$ cat src/rtl/mem_ctrl.sv
// mem_ctrl: byte-wide RAM/IO bus controller shared by the store/load buffer and the fetch unit.
// Moves one byte per cycle, little-endian, one transfer at a time; completion is a 1-cycle pulse.
// Ports:
//   clk, rst (sync, active-high), rdy (global enable), has_misbranch (flush from ROB)
//   read_mem/write_mem/mem_addr/Byte_num/write_data -> out_mem_ready/out_mem_data  (load/store side)
//   if_req/if_addr -> if_ready/if_data                                             (fetch side)
//   mem_din/mem_dout/mem_a/mem_wr, io_buffer_full                                  (RAM/IO bus)
module mem_ctrl #(
   parameter logic [1:0] IO_ADDR_HI = 2'b11
) (
   input  logic        clk,
   input  logic        rst,
   input  logic        rdy,
   input  logic        has_misbranch,
   input  logic        read_mem,
   input  logic        write_mem,
   input  logic [31:0] mem_addr,
   input  logic [2:0]  Byte_num,
   input  logic [31:0] write_data,
   output logic        out_mem_ready,
   output logic [31:0] out_mem_data,
   input  logic        if_req,
   input  logic [31:0] if_addr,
   output logic        if_ready,
   output logic [31:0] if_data,
   input  logic [7:0]  mem_din,
   output logic [7:0]  mem_dout,
   output logic [31:0] mem_a,
   output logic        mem_wr,
   input  logic        io_buffer_full
);

   localparam int unsigned AW = 32;
   localparam int unsigned DW = 32;
   localparam int unsigned CW = 3;

   localparam logic [1:0] S_IDLE  = 2'd0;
   localparam logic [1:0] S_READ  = 2'd1;
   localparam logic [1:0] S_WRITE = 2'd2;

   // registered state
   logic [1:0]    r_state;
   logic [CW-1:0] r_cnt;
   logic [CW-1:0] r_size;
   logic          r_is_fetch;
   logic [DW-1:0] r_rbuf;
   logic [DW-1:0] r_wdata;
   logic          r_ls_pend;
   logic          r_ls_wr;
   logic [AW-1:0] r_ls_addr;
   logic [CW-1:0] r_ls_size;
   logic [DW-1:0] r_ls_data;
   logic          r_mem_wr;
   logic [AW-1:0] r_mem_a;
   logic [7:0]    r_mem_dout;
   logic          r_out_mem_ready;
   logic [DW-1:0] r_out_mem_data;
   logic          r_if_ready;
   logic [DW-1:0] r_if_data;

   // next-state values
   logic [1:0]    w_state;
   logic [CW-1:0] w_cnt;
   logic [CW-1:0] w_size;
   logic          w_is_fetch;
   logic [DW-1:0] w_rbuf;
   logic [DW-1:0] w_wdata;
   logic          w_ls_pend;
   logic          w_ls_wr;
   logic [AW-1:0] w_ls_addr;
   logic [CW-1:0] w_ls_size;
   logic [DW-1:0] w_ls_data;
   logic          w_mem_wr;
   logic [AW-1:0] w_mem_a;
   logic [7:0]    w_mem_dout;
   logic          w_out_mem_ready;
   logic [DW-1:0] w_out_mem_data;
   logic          w_if_ready;
   logic [DW-1:0] w_if_data;
   logic [1:0]    w_lane;
   logic [DW-1:0] w_word;
   logic          w_io_blocked;

   assign mem_wr        = r_mem_wr;
   assign mem_a         = r_mem_a;
   assign mem_dout      = r_mem_dout;
   assign out_mem_ready = r_out_mem_ready;
   assign out_mem_data  = r_out_mem_data;
   assign if_ready      = r_if_ready;
   assign if_data       = r_if_data;

   // state register
   always_ff @(posedge clk) begin
      if (rst) begin
         r_state         <= S_IDLE;
         r_cnt           <= '0;
         r_size          <= '0;
         r_is_fetch      <= 1'b0;
         r_rbuf          <= '0;
         r_wdata         <= '0;
         r_ls_pend       <= 1'b0;
         r_ls_wr         <= 1'b0;
         r_ls_addr       <= '0;
         r_ls_size       <= '0;
         r_ls_data       <= '0;
         r_mem_wr        <= 1'b0;
         r_mem_a         <= '0;
         r_mem_dout      <= '0;
         r_out_mem_ready <= 1'b0;
         r_out_mem_data  <= '0;
         r_if_ready      <= 1'b0;
         r_if_data       <= '0;
      end else begin
         r_state         <= w_state;
         r_cnt           <= w_cnt;
         r_size          <= w_size;
         r_is_fetch      <= w_is_fetch;
         r_rbuf          <= w_rbuf;
         r_wdata         <= w_wdata;
         r_ls_pend       <= w_ls_pend;
         r_ls_wr         <= w_ls_wr;
         r_ls_addr       <= w_ls_addr;
         r_ls_size       <= w_ls_size;
         r_ls_data       <= w_ls_data;
         r_mem_wr        <= w_mem_wr;
         r_mem_a         <= w_mem_a;
         r_mem_dout      <= w_mem_dout;
         r_out_mem_ready <= w_out_mem_ready;
         r_out_mem_data  <= w_out_mem_data;
         r_if_ready      <= w_if_ready;
         r_if_data       <= w_if_data;
      end
   end

   // next-state and output logic
   always_comb begin
      w_state         = r_state;
      w_cnt           = r_cnt;
      w_size          = r_size;
      w_is_fetch      = r_is_fetch;
      w_rbuf          = r_rbuf;
      w_wdata         = r_wdata;
      w_ls_pend       = r_ls_pend;
      w_ls_wr         = r_ls_wr;
      w_ls_addr       = r_ls_addr;
      w_ls_size       = r_ls_size;
      w_ls_data       = r_ls_data;
      w_mem_wr        = r_mem_wr;
      w_mem_a         = r_mem_a;
      w_mem_dout      = r_mem_dout;
      w_out_mem_ready = r_out_mem_ready;
      w_out_mem_data  = r_out_mem_data;
      w_if_ready      = r_if_ready;
      w_if_data       = r_if_data;
      w_lane          = 2'(r_cnt - 3'd1);
      w_word          = r_rbuf;
      w_io_blocked    = 1'b0;

      // byte captured this edge lands in lane cnt-1 (cnt=0 is the address-only cycle)
      if (r_cnt != '0) begin
         w_word = r_rbuf | (DW'(mem_din) << {w_lane, 3'b000});
      end

      if (rdy) begin
         w_out_mem_ready = 1'b0;
         w_if_ready      = 1'b0;

         // LS requests latch even while busy; the buffer guarantees at most one outstanding
         if (read_mem || write_mem) begin
            w_ls_pend = 1'b1;
            w_ls_wr   = write_mem;
            w_ls_addr = mem_addr;
            w_ls_size = Byte_num;
            w_ls_data = write_data;
         end
         w_io_blocked = w_ls_wr && io_buffer_full && (w_ls_addr[17:16] == IO_ADDR_HI);

         case (r_state)
            S_IDLE: begin
               if (w_ls_pend) begin
                  if (w_ls_wr) begin
                     if (!w_io_blocked) begin
                        w_ls_pend  = 1'b0;
                        w_mem_wr   = 1'b1;
                        w_mem_a    = w_ls_addr;
                        w_mem_dout = w_ls_data[7:0];
                        w_wdata    = w_ls_data;
                        w_size     = w_ls_size;
                        w_cnt      = 3'd1;
                        w_state    = S_WRITE;
                     end
                  end else begin
                     w_ls_pend  = 1'b0;
                     w_mem_a    = w_ls_addr;
                     w_size     = w_ls_size;
                     w_is_fetch = 1'b0;
                     w_rbuf     = '0;
                     w_cnt      = '0;
                     w_state    = S_READ;
                  end
               end else if (if_req) begin
                  w_mem_a    = if_addr;
                  w_size     = 3'd4;
                  w_is_fetch = 1'b1;
                  w_rbuf     = '0;
                  w_cnt      = '0;
                  w_state    = S_READ;
               end
            end
            S_READ: begin
               w_rbuf = w_word;
               if (r_cnt == r_size) begin
                  w_cnt   = '0;
                  w_state = S_IDLE;
                  if (r_is_fetch) begin
                     // fetch abandoned by the fetch unit completes silently
                     if (if_req) begin
                        w_if_ready = 1'b1;
                        w_if_data  = w_word;
                     end
                  end else begin
                     w_out_mem_ready = 1'b1;
                     w_out_mem_data  = w_word;
                  end
               end else begin
                  w_cnt = 3'(r_cnt + 3'd1);
                  if (3'(r_cnt + 3'd1) < r_size) begin
                     w_mem_a = r_mem_a + 32'd1;
                  end
               end
            end
            S_WRITE: begin
               if (r_cnt == r_size) begin
                  w_mem_wr        = 1'b0;
                  w_out_mem_ready = 1'b1;
                  w_cnt           = '0;
                  w_state         = S_IDLE;
               end else begin
                  w_mem_a    = r_mem_a + 32'd1;
                  w_mem_dout = 8'(r_wdata >> {r_cnt[1:0], 3'b000});
                  w_cnt      = 3'(r_cnt + 3'd1);
               end
            end
            default: begin
               w_state = S_IDLE;
            end
         endcase
      end

      // flush: loads and fetches die, stores (pending or in flight) survive
      if (has_misbranch) begin
         w_if_ready = 1'b0;
         if (r_state == S_READ) begin
            w_state         = S_IDLE;
            w_mem_wr        = 1'b0;
            w_cnt           = '0;
            w_out_mem_ready = 1'b0;
            w_out_mem_data  = r_out_mem_data;
            w_if_data       = r_if_data;
         end else if ((r_state == S_IDLE) && (w_state == S_READ)) begin
            w_state = S_IDLE;
            w_mem_a = r_mem_a;
            w_cnt   = r_cnt;
            w_rbuf  = r_rbuf;
         end
         if (w_ls_pend && !w_ls_wr) begin
            w_ls_pend = 1'b0;
         end
      end
   end

endmodule

$ cat config.mk
export PLATFORM = sky130hd
export DESIGN_NAME = mem_ctrl
export DESIGN_NICKNAME = d
export VERILOG_FILES = /design/src/rtl/mem_ctrl.sv
export SDC_FILE = /design/constraint.sdc
export NUM_CORES = 1
export LEC_CHECK = 0
export BUFFER_PORTS_ARGS = -buffer_cell sky130_fd_sc_hd__buf_4
export CORE_MARGIN = 5
export CORE_UTILIZATION = 60
export DETAILED_ROUTE_END_ITERATION = 7
export PLACE_DENSITY_LB_ADDON = 0.08
export SKIP_CTS_REPAIR_TIMING = 1
export SYNTH_ARGS = -nofsm -noshare
export SYNTH_HDL_FRONTEND = slang
export SYNTH_SLANG_ARGS = --single-unit
$ cat constraint.sdc
create_clock -name clk -period 4.2 [get_ports clk]
set_clock_uncertainty 0.05 [all_clocks]
set_input_delay 0.42 -clock clk [delete_from_list [all_inputs] [get_ports clk]]
set_output_delay 0.42 -clock clk [all_outputs]
set_load 0.1 [all_outputs]
==> metrics <==
Detailed Route Iter0 Violations=1029; Clock Path Buffers=3; CP max-delay cell=o22ai_1; Core Area=18800 um2; RSZ-0062 raised after global routing=false; Synth async-reset ratio=0%; Die Wd=149 um; Mapped Nets=1553; Crit path arrival time=3.95 ns; WL final=34.5 mm; Synth Instances=1427; Vias=11300; Pwr Density=469 nW/um2; CP endpoint kind=flip-flop; most used flip-flop cell after synthesis=dfxtp_1; mean area per synthesized cell=8.10 um2; met2 Usage GRT=48.0%; clock sink count=249; busiest grt layer=met2; Initial Util=61.4%; vias per cell=6.10; Post-Layout Cell Count=1857; hold depth=3; H-tree levels=1; met1 Use GR=40.5%; Yosys top cell area share=43.1%; outcome=completed; Reg-to-Reg Start=r_ls_pend$_SDFF_PP0_; synth cell count leaders=258 x nand2_1, 249 x dfxtp_1, 160 x nor2_1; ranking of synthesized cells by area=dfxtp_1 43%, nand2_1 8.4%, a21oi_1 6.5%, a211oi_1 6.2%, nor2_1 5.2%; Critical Path RT=4.56 ns; # IOs=222; num rows=50; CTS Root Cell=clkbuf_16; Worst Hold Endpoint=r_ls_data[14]$_SDFFE_PP0P_; initial antenna violation count=0; drt wl/cell=18.6 um; HP Class=primary input to flip-flop; dpl hpwl=23.2 mm; Setup crit start kind=flip-flop; Inst Count DP=1809; post-route minimum period=3.59 ns; cell with the most instances after synthesis=nand2_1; Final Hold Vio Count=0; drt drc=0; drt pass-1 iters=5; Die Y=149 um; CTS Buf Count=26; all-layer global routing usage=29.4%; final setup vio count=0; Slowest Stage Delay on Critical Path=0.75 ns; Mapped Area=11600 um2; share of cells above drive strength 1=20.4%; CP top delay family=compound AO/OA/AOI/OAI gates; gr ovfl total=0; Tot Pwr=6.63 mW; register bit total from synthesis=249; post-synthesis sequential area ratio=43.1%; max-slew violations=0; pre-CTS setup slack=0.808 ns; clock latency at the later pin of the worst-skew pair=0.52 ns; max-capacitance violation count=0; DRT antenna net count=0; M3 GR Usage=5.62%; largest net degree at the start of global routing=92; Post-synth EDFFs=0; CP bufs+invs=1; CTS tree=done; leakage=5.41 nW; Util after Layout=75.0%; vias in the first global route=10600; Distinct cells, synth=72; Worst Hold Launch=write_data[14]; cell taking the most area after synthesis=dfxtp_1; R2R cell count=7; first-pass GRT wire length=54.3 mm; Worst-Margin Slew=0.992 ns; IO Port Bufs=221; Tcrit/Tclk final=85.4%; gpl congestion=0.901; die area=22100 um2; worst-path cell chain=buf_4 -> nor2b_1 -> o31ai_1 -> o32ai_1 -> o22ai_1 -> a31oi_1 -> a22o_1; Antenna diodes=0; slew margin rel.=33.6%; FF-to-FF setup slack=0.61 ns; fin worst setup slack=0.613 ns; Worst-path clk slew=0.06 ns; peak supply drop=364 uV; Setup TNS Final=0 ns; WS Path Type=flip-flop to flip-flop; fmax=279 MHz; Area growth syn-to-layout=22.3%; Yosys warning count=0; Crit Reg-Reg Endpoint=r_rbuf[18]$_SDFFE_PP0P_; Max FO, Critical Path=36; nets=1703
report_power, final:
part / internal, mW / switching (mW) / total, mW
Clock: 1.37 / 0.956 / 2.33
Sequential: 2.51 / 0.158 / 2.67
Combinational: 0.466 / 1.17 / 1.64
per-stage QoR:
stage | area (um2) | hold slack, ns
CTS | 14100 | 0.0873
global placement | 13200 | 0.388
detailed placement | 13200 | 0.392
global route | 14100 | 0.0941
finish | 14100 | 0.0994
floorplan | 11600 | 0.382
sequential cells by signal, indices dropped and copies added, names as in the netlist, 2 cells and up:
name,count
r_ls_addr,32
r_state,2
r_rbuf,32
out_mem_data,32
r_ls_data,32
mem_dout,8
r_wdata,32
r_cnt,3
if_data,32
r_ls_size,3
mem_a,32
r_size,3
cells by family after synthesis:
logic type      share of synthesized area, %
xor+xnor                               0.227
mux                                     5.63
flops                                   43.1
compound gates                          24.7
fa+ha+maj                               1.19
simple gates                            19.9
buf+inv                                 5.19
per-layer routing:
metal	wire [um]	part of all wire (%)	vias to the layer above
li1	-	-	5417
met1	14300	42	5290
met2	16000	46	552
met3	3210	9.3	73
met4	903	2.6	0
met5	0	0	-
worst min-delay path, cell delays in order:
cell and delay [ns]:
buf_4 0.11, nand2_1 0.05, a21oi_1 0.05
how the worst max path moves through the flow:
stage	startpoint	end	depth (start not counted)	slack, ns
global placement	r_ls_pend$_SDFF_PP0_	r_rbuf[18]$_SDFFE_PP0P_	7	0.98
global route	r_ls_pend$_SDFF_PP0_	r_rbuf[26]$_SDFFE_PP0P_	7	0.47
detailed placement	r_ls_pend$_SDFF_PP0_	r_rbuf[18]$_SDFFE_PP0P_	7	0.81
CTS	r_ls_pend$_SDFF_PP0_	r_rbuf[18]$_SDFFE_PP0P_	7	0.75
finish	r_ls_pend$_SDFF_PP0_	r_rbuf[18]$_SDFFE_PP0P_	7	0.61
floorplan	mem_a[9]$_SDFFE_PP0P_	mem_a[19]$_SDFFE_PP0P_	6	1.10
layout by cell type, fill, tap and decap left out, types with 5 or more instances in the layout:
master     count
a31o_2         7
buf_4        240
a22o_1        13
clkbuf_16     27
o21ai_0       51
a21oi_1      151
and3_1         6
nor3_1        15
dfxtp_1      248
o31ai_1        9
nand3_1       22
clkbuf_8       8
o211ai_1      14
mux4_2         8
a311oi_1      26
nor2b_1        6
a211oi_1      96
a31oi_1       20
o22ai_1        5
clkinv_2       9
mux2i_1       47
inv_1         25
or3_1          6
nand4_1       13
nand2_1      257
and2_1         6
nor2_1       157
ha_1          11
nor4_1         7
o311ai_0       9
area by class of cell:
| type | instances | area, um2 |
|---|---|---|
| well taps | 260 | 325 |
| inverters | 26 | 97.6 |
| repair buffers | 242 | 1830 |
| multi-input cells | 1032 | 6010 |
| clock inverters | 13 | 97.6 |
| flip-flops and latches | 249 | 4990 |
| fillers | 1473 | 4700 |
| clock buffers | 35 | 786 |
Power figures use the tool's default switching activity.
